### src/rtl/snes_pad_device.sv
// -----------------------------------------------------------------------------
// snes_pad_device
//
// Device (gamepad) end of the SNES pad serial link. The host raises dlatch to
// snapshot the buttons, then clocks 16 bits out on dclock. The host samples
// on dclock falling edges, and the pad advances to the next bit on each
// rising edge. Data on the wire is active-low (0 = pressed).
//
// Ports:
//   clk_i        system clock
//   rst_i        synchronous active-low reset
//   dlatch_i     host latch, asynchronous, high = load
//   dclock_i     host serial clock, asynchronous, idles high
//   buttons_i    button word, bit n = serial bit n, 1 = pressed
//   sdata_o      serial data to host, registered, 0 = pressed
//   frame_done_o one-cycle pulse when the 16th rising dclock edge is consumed
//   busy_o       high while loading or shifting
//
// Optional build macro SNES_PAD_DEVICE_TIMEOUT_EN: adds a shift-frame abort
// timer of TIMEOUT_US*1000/CLK_PER_NS cycles. When it expires, the pad
// returns to IDLE. Without the macro no timer exists, and SHIFT waits
// indefinitely.
//
// state | meaning
// ------+----------------------------------------------------------------
// IDLE  | no frame, sdata_o = 1
// LOAD  | latch high, shreg tracks buttons_i, bit 0 on the wire
// SHIFT | latch released, rising dclock edges advance the word
// DONE  | 16 bits sent, sdata_o = 0 like a real pad, clocks ignored
// -----------------------------------------------------------------------------
module snes_pad_device #(
  parameter int CLK_PER_NS  = 40,
  parameter int SYNC_STAGES = 2,
  parameter int TIMEOUT_US  = 1000
) (
  input  logic        clk_i,
  input  logic        rst_i,
  input  logic        dlatch_i,
  input  logic        dclock_i,
  input  logic [15:0] buttons_i,
  output logic        sdata_o,
  output logic        frame_done_o,
  output logic        busy_o
);

  typedef enum logic [1:0] {
    S_IDLE  = 2'd0,
    S_LOAD  = 2'd1,
    S_SHIFT = 2'd2,
    S_DONE  = 2'd3
  } state_e;

  localparam int unsigned TO_CYCLES = (TIMEOUT_US * 1000) / CLK_PER_NS;

  // Synchronisers. Reset values match the idle pins (latch low, clock high),
  // so that leaving reset cannot look like an edge.
  logic [SYNC_STAGES-1:0] latch_sync_q;
  logic [SYNC_STAGES-1:0] clk_sync_q;
  logic                   latch_hist_q;
  logic                   clk_hist_q;
  logic                   latch_s;
  logic                   clk_s;
  logic                   latch_fall;
  logic                   clk_rise;

  assign latch_s    = latch_sync_q[SYNC_STAGES-1];
  assign clk_s      = clk_sync_q[SYNC_STAGES-1];
  assign latch_fall = latch_hist_q & ~latch_s;
  assign clk_rise   = clk_s & ~clk_hist_q;

  always_ff @(posedge clk_i) begin
    if (!rst_i) begin
      latch_sync_q <= '0;
      clk_sync_q   <= '1;
      latch_hist_q <= 1'b0;
      clk_hist_q   <= 1'b1;
    end else begin
      latch_sync_q <= {latch_sync_q[SYNC_STAGES-2:0], dlatch_i};
      clk_sync_q   <= {clk_sync_q[SYNC_STAGES-2:0], dclock_i};
      latch_hist_q <= latch_s;
      clk_hist_q   <= clk_s;
    end
  end

  state_e      state_q, state_d;
  logic [15:0] shreg_q, shreg_d;
  logic [4:0]  bitcnt_q, bitcnt_d;
  logic        sdata_q, sdata_d;
  logic        frame_done_q, frame_done_d;
  logic        timeout_hit;

  always_ff @(posedge clk_i) begin
    if (!rst_i) begin
      state_q      <= S_IDLE;
      shreg_q      <= '0;
      bitcnt_q     <= '0;
      sdata_q      <= 1'b1;
      frame_done_q <= 1'b0;
    end else begin
      state_q      <= state_d;
      shreg_q      <= shreg_d;
      bitcnt_q     <= bitcnt_d;
      sdata_q      <= sdata_d;
      frame_done_q <= frame_done_d;
    end
  end

  always_comb begin
    state_d      = state_q;
    shreg_d      = shreg_q;
    bitcnt_d     = bitcnt_q;
    frame_done_d = 1'b0;

    // A high latch wins from any state, even over a clock edge in the same
    // cycle. Reloading every cycle means the snapshot is the last
    // buttons_i value seen before the latch drops.
    if (latch_s) begin
      state_d  = S_LOAD;
      shreg_d  = buttons_i;
      bitcnt_d = '0;
    end else begin
      case (state_q)
        S_LOAD: begin
          if (latch_fall) begin
            state_d  = S_SHIFT;
            bitcnt_d = '0;
          end
        end
        S_SHIFT: begin
          if (clk_rise) begin
            shreg_d  = shreg_q >> 1;
            // Saturates at 16 on DONE entry and is never stepped again.
            bitcnt_d = bitcnt_q + 5'd1;
            if (bitcnt_q == 5'd15) begin
              state_d      = S_DONE;
              frame_done_d = 1'b1;
            end
          end else if (timeout_hit) begin
            state_d  = S_IDLE;
            bitcnt_d = '0;
          end
        end
        default: ;
      endcase
    end

    // The output is computed from the next state so that a pin edge reaches
    // sdata_o after SYNC_STAGES+1 clocks.
    case (state_d)
      S_LOAD, S_SHIFT: sdata_d = ~shreg_d[0];
      S_DONE:          sdata_d = 1'b0;
      default:         sdata_d = 1'b1;
    endcase
  end

`ifdef SNES_PAD_DEVICE_TIMEOUT_EN
  localparam int TO_W = $clog2(TO_CYCLES + 1);

  logic [TO_W-1:0] to_cnt_q, to_cnt_d;

  always_ff @(posedge clk_i) begin
    if (!rst_i) begin
      to_cnt_q <= '0;
    end else begin
      to_cnt_q <= to_cnt_d;
    end
  end

  // Down-counter, reloaded on SHIFT entry and on every rising dclock.
  always_comb begin
    to_cnt_d = to_cnt_q;
    if (state_d == S_SHIFT && (state_q != S_SHIFT || clk_rise)) begin
      to_cnt_d = TO_W'(TO_CYCLES - 1);
    end else if (state_q == S_SHIFT && to_cnt_q != '0) begin
      to_cnt_d = to_cnt_q - TO_W'(1);
    end
  end

  assign timeout_hit = (to_cnt_q == '0);
`else
  logic unused_timeout_cfg;
  assign unused_timeout_cfg = ^TO_CYCLES;
  assign timeout_hit        = 1'b0;
`endif

  assign sdata_o      = sdata_q;
  assign frame_done_o = frame_done_q;
  assign busy_o       = (state_q == S_LOAD) || (state_q == S_SHIFT);

endmodule

### config.mk
export PLATFORM = sky130hd
export DESIGN_NAME = snes_pad_device
export DESIGN_NICKNAME = d
export VERILOG_FILES = /design/src/rtl/snes_pad_device.sv
export SDC_FILE = /design/constraint.sdc
export NUM_CORES = 1
export LEC_CHECK = 0
export ABC_AREA = 1
export CORE_MARGIN = 10
export CORE_UTILIZATION = 50
export DETAILED_ROUTE_END_ITERATION = 8
export PLACE_DENSITY = 0.75
export REMOVE_ABC_BUFFERS = 1
export SKIP_CTS_REPAIR_TIMING = 1
export SLEW_MARGIN = 30
export SYNTH_ARGS = -nofsm -noshare
export SYNTH_HDL_FRONTEND = slang
export SYNTH_SLANG_ARGS = --single-unit
### constraint.sdc
create_clock -name clk_i -period 2.7 [get_ports clk_i]
set_input_delay 0.405 -clock clk_i [delete_from_list [all_inputs] [get_ports clk_i]]
set_output_delay 0.405 -clock clk_i [all_outputs]
set_load 0.02 [all_outputs]
## Word-level counts from Yosys, hierarchy flattened

Cells that the tools add are included.

| word-level totals | value |
|---|---|
| input bits | 20 |
| output and inout port bits | 3 |
| logic and storage cells | 49 |
| register bits after elaboration | 31 |

| operators by class | value |
|---|---|
| reductions and logical operators | 9 |
| bitwise operators | 8 |
| eq/ne operators | 8 |
| $add $sub $neg | 1 |
| multiplexer cells | 13 |

Operators with widths:

| cell | number |
|---|---|
| 2-to-1 mux 16 bit | 3 |
| 2-to-1 mux 5 bit | 2 |
| one-hot mux 5 bit (2 select lines) | 1 |
| 2-to-1 mux 2 bit | 4 |
| == test 2 bit (second input constant) | 3 |
| NOT 1 bit | 6 |
| nonzero test 2 bit | 3 |
| adder 5 x 1 -> 5 bit (second input constant) | 1 |
| == test 5 x 4 -> 1 bit (second input constant) | 1 |
| == test 2 x 1 -> 1 bit (second input constant) | 2 |
| != test 2 bit (second input constant) | 2 |
| one-hot mux 2 bit (2 select lines) | 1 |
| OR reduction 2 bit | 2 |
| OR reduction 4 bit | 1 |
| AND reduction 3 bit | 1 |
| AND 1 bit | 2 |
| one-hot mux 1 bit (2 select lines) | 1 |
| AND reduction 2 bit | 1 |
| logical OR 1 bit | 1 |
| 2-to-1 mux 1 bit | 1 |

## Logic depth before layout (Yosys ltp)

Gate-level depths: netlist (run 1).

| depth | value |
|---|---|
| depth after elaboration | 8 |
| gate-level depth with buffers | 12 |
| mapped depth without buffers | 12 |

## Least setup slack after synthesis (run 1)

OpenSTA, ideal clock, no wires.

| timing | value |
|---|---|
| path type | register to register |
| from | register state_q[0] |
| to | register sdata_q, in the netlist sdata_o |
| data required time | 2587 ps |
| data arrival time | 1537 ps |
| period minus slack after synthesis | 1651 ps |
| setup slack | 1049 ps |
| path buffers | 0 |
| stages on the path, launching flop included | 12 |
| library setup time | 113 ps |
| path through | dfxtp_1 -> inv_1 -> ha_1 -> inv_1 -> o21ai_0 -> inv_1 -> nand2_1 -> inv_1 -> ha_1 -> nor2_1 -> nor2_1 -> nand2_1 |

| between the ends | value |
|---|---|
| elaborated cells between the ends (all ways) | 15 |
| those cells by class | eq/ne: 5; mux: 8; bitwise: 1; reduce/logical: 1 |

RTL lines:

| element | line | RTL |
|---|---|---|
| start: declaration | 85 | `state_e state_q, state_d;` |
| start signal: assignment | 100 | `state_q <= state_d;` |
| == test 2 bit / == test 2 x 1 -> 1 bit (equally long branches) | 122 | `case (state_q)` |
| one-hot mux 2 bit (2 select lines) (*) | 122 |  |
| 2-to-1 mux 2 bit (*) | 117 | `if (latch_s) begin` |
| named net state_d[1] | 85 |  |
| == test 2 x 1 -> 1 bit / == test 2 bit (equally long branches) | 149 | `case (state_d)` |
| OR reduction 2 bit | 149 |  |
| one-hot mux 1 bit (2 select lines) (*) | 149 |  |
| end signal: assignment | 103 | `sdata_q <= sdata_d;` |
| end: declaration | 88 | `logic sdata_q, sdata_d;` |

Mark *: on every way through the listed nets, which the timed path passes. The rest lies on a longest branch. The select of a mux whose other input is x is not followed.
A chain may end at the register's enable or synchronous reset.

## Final worst setup path (run 1)

| timing | value |
|---|---|
| from | register state_q[0] |
| to | output busy_o |

| between the ends | value |
|---|---|
| cells in the longest elaborated chain, start to end | 2 |
| elaborated cells between the ends (all ways) | 3 |
| those cells by class | eq/ne: 2; reduce/logical: 1 |

Ends and longest elaborated chain:

| element | line | RTL |
|---|---|---|
| == test 2 x 1 -> 1 bit / == test 2 bit (equally long branches) | 188 | `assign busy_o = (state_q == S_LOAD) \|\| (state_q == S_SHIFT);` |
| logical OR 1 bit (*) | 188 |  |
| end: declaration | 43 | `output logic busy_o` |

Mark *: on every way between the ends. The rest lies on a longest branch, timed or not.

==> results of run 1 <==
-- worst max-delay path, delay by kind of cell, from the launching register on --
| kind | cells | cell delay (ns) |
|---|---|---|
| buf+inv | 3 | 0.81 |
| flops | 1 | 0.36 |
| fa+ha+maj | 1 | 0.31 |
-- cell families (layout without fill, tap and decap cells) --
family	count (synthesis)	in the layout	synth area share
buf+inv	32	58	0.08676
flops	31	31	0.4261
simple gates	100	100	0.2955
fa+ha+maj	6	6	0.05155
compound gates	36	36	0.1400
-- final cells by class --
| type | instances | share of cell area |
|---|---|---|
| repair buffers | 25 | 0.1365 |
| flip-flops and latches | 31 | 0.3490 |
| well taps | 31 | 0.02182 |
| clock inverters | 1 | 0.004222 |
| multi-input cells | 142 | 0.3990 |
| inverters | 25 | 0.05278 |
| clock buffers | 7 | 0.03659 |
-- routing by layer --
| layer | routed length, um | track usage |
|---|---|---|
| met5 | 0 | 0 |
| met3 | 181 | 0.05186 |
| met1 | 1428 | 0.1414 |
| met2 | 1601 | 0.2121 |
| met4 | 46 | 0.04348 |
-- through the flow --
| stage | total power, uW | cell area [um^2] | hold slack (ns) | cells |
|---|---|---|---|---|
| after floorplan | 602.1 | 1424 | 0.3900 | 198 |
| after global placement | 663.8 | 1705 | 0.4017 | 254 |
| after detailed placement | 672.4 | 1705 | 0.4036 | 254 |
| after CTS | 983.0 | 1778 | 0.4266 | 262 |
| after global routing | 1030 | 1778 | 0.4475 | 262 |
| final | 974.8 | 1778 | 0.4229 | 262 |
-- state kept, by name, indices dropped and copies added, names as in the netlist --
register,count
latch_sync_q,2
bitcnt_q,5
latch_hist_q,1
state_q,2
shreg_q,16
clk_sync_q,2
frame_done_o,1
clk_hist_q,1
sdata_o,1
-- path summary, 6_finish.rpt --
| path | start | to | slack (ns) | cells after the start |
|---|---|---|---|---|
| worst min-delay path | latch_sync_q[0] | latch_sync_q[1] | 0.42 | 2 |
| worst max-delay path | state_q[0] | busy_o | 0.49 | 4 |
| worst min register to register | latch_sync_q[0] | latch_sync_q[1] | 0.42 | 2 |
| worst max register to register | bitcnt_q[0] | sdata_o | 0.87 | 12 |
-- cells in the mapped netlist --
cell      count
nand3_1      10
inv_1        23
a31oi_1       1
a21oi_1      16
o21a_1        3
nand2_1      59
dfxtp_1      31
nor2_1       20
a21oi_2       4
nand4_1       2
or2_2         2
nand3b_1      3
clkbuf_1      2
nor4_1        1
nand2_2       2
nand3_4       1
clkinv_1      1
o21ai_0      12
inv_2         1
buf_2         5
ha_1          6
-- power groups by stage --
stage / Clock [uW] / Combinational [uW] / Sequential [uW]
after floorplan: 0 / 96.2 / 506
after global placement: 0 / 163 / 500
after detailed placement: 0 / 171 / 502
after CTS: 321 / 171 / 491
after global routing: 344 / 192 / 494
final: 314 / 169 / 491
==> impl_metrics.ini, run 1 <==
[status]
outcome = finished clean

[logic_synthesis]
yosys-top-cells-area = dfxtp_1, nand2_1, inv_1
ys_seq_area_frac = 0.4261
yosysTopAreaCellShare = 0.4261
synth_warnings = 0
synth_area_leader_cell = dfxtp_1
synth_seq_cells = 31
postSynthAreaPerCell_um2 = 7.104
ys_types = 21
syn_area_mm2 = 0.001456
post_synth_inst_count = 205

[timing]
layout_setup_ws_ns = 0.4950
skew_ns = 0.007416
rsz0062_at_grt = no
final-max-slew-violation-count = 0
finalSetupViolations = 0
layout_worst_path_cycle_share = 0.8167
post-route-min-period_ns = 2.205
final_hold_viol_count = 0
tns_ns = 0
achievable-frequency_ghz = 0.4535
max_slew.worst_pin.slew_ns = 0.6292
relSlewSlack = 0.5806

[route]
antenna_violating_nets_post_route = 0
residual_drc_count = 0
post_drt_via_cell_ratio = 5.141
wl_per_cell_um = 12.44
drt-initial-drc-count = 131
routed_wirelength_um = 3259
route.vias.total = 1347
drt_pass_1_iters = 4

[clock_network]
cts_made_buffers = 5
clk_root_buffer_cell = clkbuf_4
max-clock-path-buffers = 2
clk-insertion-delay-late_ns = 0.32
cts_tree = done
htree_num_levels = 2
clkSlewWorstSetupHoldPaths_ns = 0.10
clock_sink_count = 31

[pwr]
worst_ir_drop_vdd_mv = 0.4742
p_sw_frac = 0.2734
combinationalPowerShare = 0.174
power.density_mw_per_mm2 = 548.3
cell_internal_pwr_uw = 708.3
relative_contribution_of_the_clock_network_to_total_power = 0.322
total_leakage_power_uw = 0.0007468
power_switching_uw = 266.5
sequentialPowerShare = 0.504

[setup_path]
timing_worst_setup_path_type = flop to primary output
crit_arrival_ns = 1.80
crit_path_top_delay_cell = clkdlybuf4s50_1
timing.critical_path.cells = inv_1, ha_1, inv_1, clkdlybuf4s50_1
critical_path_required_ns = 2.30
timing.critical_path.from_type = flop
worst_path_largest_cell_delay_ns = 0.61
critical_path.max_fanout = 4
end_kind = primary output
cpMostUsedCell = inv_1

[place]
pre_cts_setup_slack_ns = 0.8459
routabilityCongestion = 0.8083
portBuffers = 22
hpwlAfterDp_um = 2403

[cells_and_area]
multi_input_comb_area_um2 = 709.4
area.sequential_um2 = 620.6
most-common-layout-cells = nand2_1, dfxtp_1, inv_1
fin_util = 0.6392
syn2layout_area_growth_pct = 22.08
filler_cell_count = 255
mostFrequentLayoutCell = nand2_1
fin_nets = 256
insertedDiodeCount = 0
post_route_cells_drive_above_1_share = 0.09091

[floorplanning]
fp.dieArea_mm2 = 0.005472
die_w_um = 73.97
start_util = 0.5236
top_level_ports = 23
die-height_um = 73.97
floorplan.rows = 19
core_area_mm2 = 0.002781

[run]
max_cap_violations = 0

[grt]
pin_count_of_the_biggest_net_entering_global_routing = 21
antenna_found_initial = 0
first_pass_grt_wire_length_um = 5589
grtUsageTotal = 0.1264
grt_overflow = 0
first_global_vias = 1335

[worst_hold_path]
hp-class = flop to flop
No activity file was read; power rests on OpenSTA's default activity.
==> run 2: changes to the inputs <==
==> constraint.sdc (replaced) <==
create_clock -name clk_i -period 2.3 [get_ports clk_i]
set_input_delay 0.345 -clock clk_i [delete_from_list [all_inputs] [get_ports clk_i]]
set_output_delay 0.345 -clock clk_i [all_outputs]
set_load 0.02 [all_outputs]
==> impl_metrics.ini, run 2 (synthesis gave the netlist of run 1 again) <==
[status]
outcome = finished clean

[clock_network]
max-clock-path-buffers = 2
htree_num_levels = 2
cts_tree = done
clkSlewWorstSetupHoldPaths_ns = 0.09
clk-insertion-delay-late_ns = 0.33
cts_made_buffers = 5
clock_sink_count = 31
clk_root_buffer_cell = clkbuf_4

[pwr]
sequentialPowerShare = 0.520
total_leakage_power_uw = 0.0007434
power.density_mw_per_mm2 = 630.2
combinationalPowerShare = 0.185
cell_internal_pwr_uw = 794.4
relative_contribution_of_the_clock_network_to_total_power = 0.295
p_sw_frac = 0.2844
worst_ir_drop_vdd_mv = 0.4790
power_switching_uw = 315.7

[timing]
max_slew.worst_pin.slew_ns = 0.6595
post-route-min-period_ns = 2.209
achievable-frequency_ghz = 0.4527
final_hold_viol_count = 0
tns_ns = 0
finalSetupViolations = 0
layout_worst_path_cycle_share = 0.9605
relSlewSlack = 0.5604
final-max-slew-violation-count = 0
skew_ns = 0.007988
rsz0062_at_grt = no

[floorplanning]
top_level_ports = 23
die_w_um = 73.97
start_util = 0.5236
floorplan.rows = 19
die-height_um = 73.97
fp.dieArea_mm2 = 0.005472
core_area_mm2 = 0.002781

[place]
routabilityCongestion = 0.7869
portBuffers = 22
hpwlAfterDp_um = 2470

[grt]
grt_overflow = 0
antenna_found_initial = 0
grt_use_met2 = 0.2339
grtUsageTotal = 0.1362
gr-usage-met3 = 0.04787
groute.layer.met1.usage = 0.1470
grt.busiest_layer = met2
first_pass_grt_wire_length_um = 5865
pin_count_of_the_biggest_net_entering_global_routing = 21
first_global_vias = 1394

[cells_and_area]
post_route_cells_drive_above_1_share = 0.08696
regMostFlops = shreg_q
multi_input_comb_area_um2 = 709.4
insertedDiodeCount = 0
top_regs = shreg_q (16), bitcnt_q (5)
filler_cell_count = 239
most-common-layout-cells = nand2_1, dfxtp_1, inv_1
largest_register_ff_count = 16
syn2layout_area_growth_pct = 20.96
fin_nets = 256
fin_util = 0.6334
area.sequential_um2 = 620.6
mostFrequentLayoutCell = nand2_1

[route]
wl_per_cell_um = 13.38
drt_pass_1_iters = 4
post_drt_via_cell_ratio = 5.195
antenna_violating_nets_post_route = 0
residual_drc_count = 0
drt-initial-drc-count = 121
routed_wirelength_um = 3492
route.vias.total = 1356

[setup_path]
timing.critical_path.from_type = flop
timing.rr.end = sdata_o
timing.rr.start = state_q[0]
r2r.worst_path.cells = 11
crit_arrival_ns = 1.86
timing_worst_setup_path_type = flop to primary output
critical_path_required_ns = 1.96
r2r_setup_slack_ns = 0.48
end_kind = primary output
critical_path.max_fanout = 4

[worst_hold_path]
min_to = clk_sync_q[1]
worst_hold_depth = 1
hp-class = flop to flop
hold_start = clk_sync_q[0]

[run]
max_cap_violations = 0
-- run 2: cell count changes in the layout (fill, tap and decap cells not counted) --
cell,change
clkinvlp_4,-1
clkinv_2,+1
clkbuf_8,-1
-- run 2: worst max-delay path, cell delays in order (launching register included) --
cell,delay (ns)
dfxtp_1,0.38
inv_1,0.10
ha_1,0.32
inv_1,0.12
clkdlybuf4s50_1,0.62
-- run 2: worst max path at each step --
stage / cells after the start / endpoint / slack [ns] / start
CTS: 4 / busy_o / 0.1 / state_q[0]
global route: 4 / busy_o / 0.04 / state_q[0]
global placement: 4 / busy_o / 0.55 / state_q[0]
floorplan: 11 / sdata_o / 0.26 / latch_sync_q[1]
finish: 4 / busy_o / 0.09 / state_q[0]
detailed placement: 4 / busy_o / 0.47 / state_q[0]
-- run 2: metrics by stage --
stage / hold WS, ns / area, um^2 / std cells / power (uW) / setup slack [ns]
after CTS: 0.4213 / 1762 / 261 / 1111 / 0.09808
after floorplan: 0.3900 / 1424 / 198 / 706.8 / 0.2594
after detailed placement: 0.4002 / 1705 / 254 / 792.9 / 0.4655
final: 0.4204 / 1762 / 261 / 1110 / 0.09081
after global placement: 0.4004 / 1705 / 254 / 778.8 / 0.5524
after global routing: 0.4371 / 1762 / 261 / 1170 / 0.03545
-- run 2: cell type report --
cell class	count	area share
multi-input cells	142	0.4027
inverters	25	0.05327
well taps	31	0.02202
clock buffers	6	0.02912
clock inverters	1	0.002841
flip-flops and latches	31	0.3523
repair buffers	25	0.1378
-- run 2: per-layer routing --
metal  wire length, um  up-vias
met3               162        6
met4                55        0
met5                 0        -
met1              1515      622
met2              1759       29
li1                  -      699
-- run 2: power groups by stage --
| stage | combinational [uW] | sequential (uW) | clock [uW] |
|---|---|---|---|
| floorplan | 113 | 594 | 0 |
| global placement | 191 | 588 | 0 |
| detailed placement | 203 | 590 | 0 |
| CTS | 204 | 578 | 329 |
| global route | 232 | 581 | 357 |
| finish | 205 | 578 | 327 |
==> run 3: changes to the inputs <==
--- a/config.mk
+++ b/config.mk
@@ -9,7 +9,7 @@
 export CORE_MARGIN = 10
 export CORE_UTILIZATION = 50
 export DETAILED_ROUTE_END_ITERATION = 8
-export PLACE_DENSITY = 0.75
+export DONT_BUFFER_PORTS = 1
 export REMOVE_ABC_BUFFERS = 1
 export SKIP_CTS_REPAIR_TIMING = 1
 export SLEW_MARGIN = 30
==> impl_metrics.ini, run 3 (synthesis gave the netlist of run 1 again) <==
[status]
outcome = finished clean

[place]
routabilityCongestion = 0.8220
hpwlAfterDp_um = 2148
portBuffers = 0

[route]
routed_wirelength_um = 3033
drt-initial-drc-count = 84
post_drt_via_cell_ratio = 5.208
antenna_violating_nets_post_route = 0
route.vias.total = 1250
wl_per_cell_um = 12.64
residual_drc_count = 0
drt_pass_1_iters = 4

[clock_network]
clk-insertion-delay-late_ns = 0.34
htree_num_levels = 2
max-clock-path-buffers = 2
clkSlewWorstSetupHoldPaths_ns = 0.10
cts_tree = done
clock_sink_count = 31
cts_made_buffers = 5
clk_root_buffer_cell = clkbuf_4

[cells_and_area]
post_route_cells_drive_above_1_share = 0.1005
syn2layout_area_growth_pct = 7.904
fin_nets = 234
top_regs = shreg_q (16), bitcnt_q (5)
insertedDiodeCount = 0
mostFrequentLayoutCell = nand2_1
most-common-layout-cells = nand2_1, dfxtp_1, inv_1
regMostFlops = shreg_q
filler_cell_count = 280
largest_register_ff_count = 16

[setup_path]
critical_path.max_fanout = 4
end_kind = flop
crit_arrival_ns = 2.03
critical_path_required_ns = 2.54
timing.critical_path.from_type = flop
timing_worst_setup_path_type = flop to flop

[timing]
finalSetupViolations = 0
rsz0062_at_grt = no
skew_ns = 0.007818
final_hold_viol_count = 0
relSlewSlack = 0.5671
tns_ns = 0
layout_worst_path_cycle_share = 0.7797
final-max-slew-violation-count = 0
max_slew.worst_pin.slew_ns = 0.6493
post-route-min-period_ns = 1.793
fin_worst_hold_slack_ns = 0.07733
achievable-frequency_ghz = 0.5576

[grt]
first_global_vias = 1250
grt_overflow = 0
first_pass_grt_wire_length_um = 5368
antenna_found_initial = 0
grtUsageTotal = 0.1246
pin_count_of_the_biggest_net_entering_global_routing = 21

[floorplanning]
start_util = 0.5236
fp.dieArea_mm2 = 0.005472
core_area_mm2 = 0.002781
top_level_ports = 23
die_w_um = 73.97
floorplan.rows = 19
die-height_um = 73.97

[run]
max_cap_violations = 0

[pwr]
worst_ir_drop_vdd_mv = 0.7062
total_leakage_power_uw = 0.0006719
power.density_mw_per_mm2 = 748.4

[worst_hold_path]
hp-class = input pin to flop
## run 3: per-layer routing
| metal | vias to the layer above | wire length [um] | part of all wire | global-route usage |
|---|---|---|---|---|
| li1 | 657 | - | - | - |
| met1 | 547 | 1425 | 0.47 | 0.1510 |
| met2 | 40 | 1330 | 0.44 | 0.1856 |
| met3 | 6 | 228 | 0.075 | 0.05851 |
| met4 | 0 | 48 | 0.016 | 0.05176 |
| met5 | - | 0 | 0 | 0 |
## run 3: per-stage QoR
step           setup slack [ns]    util  total power (uW)  area, um^2  cells
5_1_grt                  0.3079  0.5650              1252        1572    240
3_5_place_dp             0.5154  0.5340             739.0        1485    232
4_1_cts                  0.4911  0.5650              1190        1572    240
6_report                 0.5067  0.5650              1176        1572    240
3_3_place_gp             0.5823  0.5340             732.5        1485    232
2_1_floorplan            0.2594       -             706.8        1424    198
## run 3: final timing paths
| check | startpoint | to | slack [ns] | cells past startpoint |
|---|---|---|---|---|
| worst max-delay path | state_q[0] | sdata_o | 0.51 | 10 |
| worst min-delay path | rst_i | clk_hist_q | 0.08 | 1 |
| worst max register to register | state_q[0] | sdata_o | 0.51 | 10 |
| worst min register to register | latch_sync_q[0] | latch_sync_q[1] | 0.42 | 2 |
## run 3: area by class of cell
type | count | area [um^2] | area share
tap | 31 | 38.79 | 0.02468
clock buffer | 6 | 51.30 | 0.03264
multi-input combinational | 142 | 709.4 | 0.4514
inverter | 25 | 93.84 | 0.05971
clock inverter | 2 | 35.03 | 0.02229
timing repair buffer | 3 | 22.52 | 0.01433
sequential | 31 | 620.6 | 0.3949
## run 3: worst max-delay path: stages (launching register included)
cell	delay [ns]
dfxtp_1	0.37
inv_1	0.09
ha_1	0.31
inv_1	0.21
nand2_1	0.08
nand2_1	0.06
nand3_1	0.09
ha_1	0.32
nor2_1	0.04
nor2_1	0.08
nand2_1	0.06
## run 3: power breakdown
part           leakage (uW)  internal, uW  switching (uW)
Sequential         0.000253           563            20.4
Combinational      0.000371          49.5            93.9
Clock             0.0000482           257             193
Total              0.000672           869             307
